File: src/rtl/cbus_line_master.sv
// cbus_line_master: turns one cache-line fill or writeback into a single CBus burst.
// Define CBUS_LINE_CWF_EN for critical-word-first (WRAP) fills with a crit_valid/crit_data tap.
package cbus_pkg;
  localparam logic [1:0] BURST_INCR = 2'd1;
  localparam logic [1:0] BURST_WRAP = 2'd2;
  typedef struct packed {
    logic        valid;
    logic        is_write;
    logic [2:0]  size;
    logic [63:0] addr;
    logic [7:0]  len;
    logic [1:0]  burst;
    logic [63:0] data;
    logic [7:0]  strobe;
  } cbus_req_t;
  typedef struct packed {
    logic        ready;
    logic        last;
    logic [63:0] data;
  } cbus_resp_t;
endpackage

module cbus_line_master
  import cbus_pkg::*;
#(
  parameter int LINE_WORDS = 8,
  parameter int ADDR_W = 64
) (
  input  logic                       clk,
  input  logic                       reset,
  input  logic                       cmd_valid,
  output logic                       cmd_ready,
  input  logic                       cmd_write,
  input  logic [ADDR_W-1:0]          cmd_addr,
  input  logic [LINE_WORDS*64-1:0]   cmd_wline,
  output logic [LINE_WORDS*64-1:0]   rline,
  output logic                       done,
  output logic                       crit_valid,
  output logic [63:0]                crit_data,
  output cbus_req_t                  creq,
  input  cbus_resp_t                 cresp
);
  localparam int IW = $clog2(LINE_WORDS);
  localparam int OFS = IW + 3;
  localparam logic [1:0] IDLE = 2'd0;
  localparam logic [1:0] BUSY = 2'd1;
  localparam logic [1:0] FIN  = 2'd2;
  localparam logic [ADDR_W-1:0] LINE_MASK = ADDR_W'(LINE_WORDS*8-1);
  logic [1:0] state;
  logic [IW-1:0] beat;
  logic [IW-1:0] start_idx;
  logic wr;
  logic accept;
  logic [ADDR_W-1:0] addr;
  logic [ADDR_W-1:0] line_addr;
  logic [LINE_WORDS-1:0][63:0] wline;
  logic [LINE_WORDS-1:0][63:0] rbuf;
`ifdef CBUS_LINE_CWF_EN
  localparam logic [ADDR_W-1:0] ADDR_MASK = ADDR_W'(7);
  localparam logic [1:0] RD_BURST = BURST_WRAP;
  assign start_idx = addr[OFS-1:3];
  always_ff @(posedge clk) begin
    if (reset) begin
      crit_valid <= 1'b0;
      crit_data <= '0;
    end else begin
      crit_valid <= accept && !wr && beat == '0;
      if (accept && !wr && beat == '0) crit_data <= cresp.data;
    end
  end
`else
  localparam logic [ADDR_W-1:0] ADDR_MASK = LINE_MASK;
  localparam logic [1:0] RD_BURST = BURST_INCR;
  assign start_idx = '0;
  assign crit_valid = 1'b0;
  assign crit_data = '0;
`endif
  assign line_addr = addr & ~LINE_MASK;
  assign accept = state == BUSY && cresp.ready;
  assign cmd_ready = state == IDLE;
  assign done = state == FIN;
  assign rline = rbuf;
  always_comb begin
    creq = '0;
    if (state == BUSY) begin
      creq.valid = 1'b1;
      creq.is_write = wr;
      creq.size = 3'd3;
      creq.len = 8'(LINE_WORDS-1);
      creq.addr = 64'(wr ? line_addr : addr);
      creq.burst = wr ? BURST_INCR : RD_BURST;
      creq.data = wr ? wline[beat] : '0;
      creq.strobe = wr ? 8'hff : 8'h00;
    end
  end
  always_ff @(posedge clk) begin
    if (reset) begin
      state <= IDLE;
      beat <= '0;
      wr <= 1'b0;
      addr <= '0;
      wline <= '0;
      rbuf <= '0;
    end else begin
      state <= state == IDLE ? (cmd_valid ? BUSY : IDLE)
             : state == BUSY ? (accept && cresp.last ? FIN : BUSY) : IDLE;
      if (state == IDLE && cmd_valid) begin
        beat <= '0;
        wr <= cmd_write;
        addr <= cmd_addr & ~ADDR_MASK;
        wline <= cmd_wline;
      end
      if (accept) begin
        if (!wr) rbuf[start_idx + beat] <= cresp.data;
        if (beat != IW'(LINE_WORDS-1)) beat <= beat + 1'b1;
      end
    end
  end
endmodule
File: config.mk
export PLATFORM = sky130hd
export DESIGN_NAME = cbus_line_master
export DESIGN_NICKNAME = d
export VERILOG_FILES = /design/src/rtl/cbus_line_master.sv
export SDC_FILE = /design/constraint.sdc
export NUM_CORES = 2
export LEC_CHECK = 0
export CORE_AREA = 2 2 534 536
export DETAILED_ROUTE_END_ITERATION = 10
export DIE_AREA = 0 0 536 538
export SLEW_MARGIN = 15
export SYNTH_ARGS = -nofsm -noshare
export SYNTH_HDL_FRONTEND = slang
export SYNTH_SLANG_ARGS = --single-unit
File: constraint.sdc
create_clock -name clk -period 3 [get_ports clk]
set_clock_uncertainty 0.15 [all_clocks]
set_input_delay 0.75 -clock clk [delete_from_list [all_inputs] [get_ports clk]]
set_output_delay 0.75 -clock clk [all_outputs]
set_load 0.005 [all_outputs]
==> results.ini <==
[run_status]
status = complete, but fails checks
violations = negative setup slack

[setup_path]
max_stage_delay_ns = 0.56
critPathMostFrequentCell = buf_12
r2r.worst_path.cells = 13
critical_path.cell_chain = buf_12 > buf_12 > buf_12 > buf_12 > mux4_2 > mux2i_2 > nor2_1 > buf_2
critPathMaxFanout = 6
crit_start = beat[0]
reg2reg_from = beat[0]
path_depth = 8
timing.rr.end = rline[21]
path_class = reg2out
regToRegSetupSlack_ns = 0.23
path_buf_inv = 5
critPathTopFamily = multiplexers
worst_path_max_delay_cell = mux4_2
cp-end-kind = output pin
cp.arrival_ns = 2.74
cp-start-kind = flip-flop
critical_path.endpoint = creq[36]
cp.required_ns = 2.10

[yosys]
synth_cell_types = 38
ys_seq_area_frac = 0.5064
yosys_warnings = 0
syn_avg_cell_area_um2 = 7.934
syn-instance-count = 5421
yosys-top-cells-area = dfxtp_1, nand2_1, a21oi_1
netlist.area_leader.share = 0.5064
synthesis.area_um2 = 43010
ys_seq_elements = 1088
synth.largest_area_cell = dfxtp_1

[grt]
gr-usage-met2 = 0.2637
grt_pass1_wl_um = 312400
use_met1 = 0.1776
grt_pass1_vias = 41020
gr-max-usage-layer = met2
grtUsageMet3 = 0.03153
grt_use_total = 0.1520
grt_max_degree = 99
grt_overflow = 0
antenna_found_initial = 29

[floorplan]
core_area_um2 = 283200
die_y_um = 538
ios = 1376
die_w_um = 536
dieArea_um2 = 288400
initial_core_util = 0.1518
row_count = 196

[place]
dpl.hpwl_um = 166600
place_ws_ns = -0.4992
io_buffers = 1291
place_area_um2 = 61440
gp_congestion = 0.8778

[drt]
finalWirelength_um = 232700
antenna_left = 0
vias = 43420
drt_iter0_drc = 2936
dr.pass1.iters = 5
drc = 0
wl_per_cell_um = 21.73
vias_per_cell = 4.055

[power_and_ir_drop]
ir_worst_vdd_uv = 428.6
powerDensity_nw_per_um2 = 510.3
p_leak_uw = 0.02450

[layout]
multiInputGateArea_um2 = 19680
mostFrequentLayoutCell = nand2_1
final_cell_mix = nand2_1, clkdlybuf4s50_1, dfxtp_1
register_area_um2 = 21790
final_layout_size_suffix_gt1_frac = 0.1753
nFillCells = 31010
stdcell_area_um2 = 69690
areaGrowthSynthToFinish_pct = 62.04
nNetsFinal = 7473

[sta]
tightest_slew_ns = 0.8324
max-slew-margin-rel = 0.4433
hold_viol = 0
fmax_ghz = 0.2744
layout_min_cycle_time_ns = 3.645
setup_violations = 126
holdWs_ns = 0.2602
rsz0062_at_grt = yes
setup_slack_ns = -0.6449
fin_crit_sh = 1.215
slew_viol_final = 0

[worst_hold_path]
hp-class = in2reg

[clock_tree]
cts_max_level = 3
clock_path_buffers = 4
cts.sinks = 1088
cts_tree = done
cts-root-buf = clkbuf_16
cts_inserted_buffers = 124
cts.clk_slew.worst_paths_ns = 0.08
insertion_delay_ns = 0.83

[run]
maxCapViolCount = 0

-- metal layers --
metal  vias to the layer above  routed length [um]
li1                      20520                   -
met1                     20640               92100
met2                      1845              113500
met3                       414               15660
met4                         2               11480
met5                         -                  18
-- worst register-to-register path, stage by stage (launching register included) --
cell	delay (ns)
dfxtp_4	0.37
buf_12	0.14
buf_6	0.11
buf_12	0.13
buf_6	0.12
buf_12	0.12
or2_4	0.30
buf_4	0.16
buf_4	0.14
nor3_4	0.22
buf_12	0.21
buf_12	0.26
nand2_1	0.12
a21oi_1	0.13
-- stage by stage --
step / setup TNS (ns) / util / total power, uW / std cells
floorplan: 0 / - / 17170 / 5498
global placement: -5.795 / 0.2169 / 19350 / 10280
detailed placement: -6.249 / 0.2169 / 19370 / 10280
CTS: -62.69 / 0.2433 / 35890 / 10670
global route: -58.21 / 0.2460 / 36810 / 10700
finish: -40.54 / 0.2460 / 35570 / 10710
-- state kept, by name, indices dropped and copies added, names as in the netlist --
signal and flops:
wline 512, rline 512, addr 58, beat 3, state 2, wr 1
-- power by group --
part | total, uW | internal [uW] | switching, uW
sequential | 15400 | 15000 | 391
clock | 15900 | 9260 | 6640
combinational | 4300 | 2030 | 2260
total | 35600 | 26300 | 9290
-- kinds of logic (layout without fill, tap and decap cells) --
logic type | count (synthesis) | in the layout | share of synthesized area
fa+ha+maj | 2 | 2 | 0.0005817
flops | 1088 | 1088 | 0.5064
other cells | 1 | 99 | 0.00008719
buf+inv | 595 | 2021 | 0.07427
compound gates | 1329 | 1329 | 0.1753
mux | 73 | 73 | 0.03037
simple gates | 2333 | 2333 | 0.2129
-- what timing repair did --
item,CTS,global route
endpoints found under the setup margin,142,138
hold buffers,1,0
setup buffers,150,52
pin swaps,107,124
gates cloned,24,0
hold endpoints to repair,3,0
resized for setup,833,244
-- worst min path at each step --
stage	slack (ns)	cells past startpoint	from	to
floorplan	0.28	2	addr[10]	addr[10]
global placement	0.29	2	rline[317]	rline[317]
detailed placement	0.29	2	addr[55]	addr[55]
CTS	0.17	3	cmd_wline[452]	wline[452]
global route	0.20	3	cmd_wline[452]	wline[452]
finish	0.26	3	cmd_wline[452]	wline[452]
-- synthesized netlist by cell type, drive strengths merged --
master / number
nand2: 2171
nand4bb: 1
nand3: 8
mux2i: 27
o2bb2ai: 2
nor2: 71
and4bb: 1
and3: 5
a221oi: 119
nor4bb: 1
a22oi: 41
a22o: 2
ha: 2
clkbuf: 235
nor3b: 3
nand3b: 2
or2: 1
and2: 60
conb: 1
inv: 2
nor3: 1
nor4: 1
dfxtp: 1088
a21oi: 1124
nor2b: 7
mux4: 46
o22ai: 2
o21a: 39
buf: 358
-- area by class of cell --
| class | instances | share of cell area |
|---|---|---|
| Antenna cell | 21 | 0.0007540 |
| Clock buffer | 183 | 0.05287 |
| Clock inverter | 42 | 0.007846 |
| Inverter | 2 | 0.0003052 |
| Multi-Input combinational cell | 3815 | 0.2824 |
| Sequential cell | 1088 | 0.3127 |
| Tap cell | 3762 | 0.06754 |
| Timing Repair Buffer | 1794 | 0.2756 |
Power figures use the tool's default switching activity.
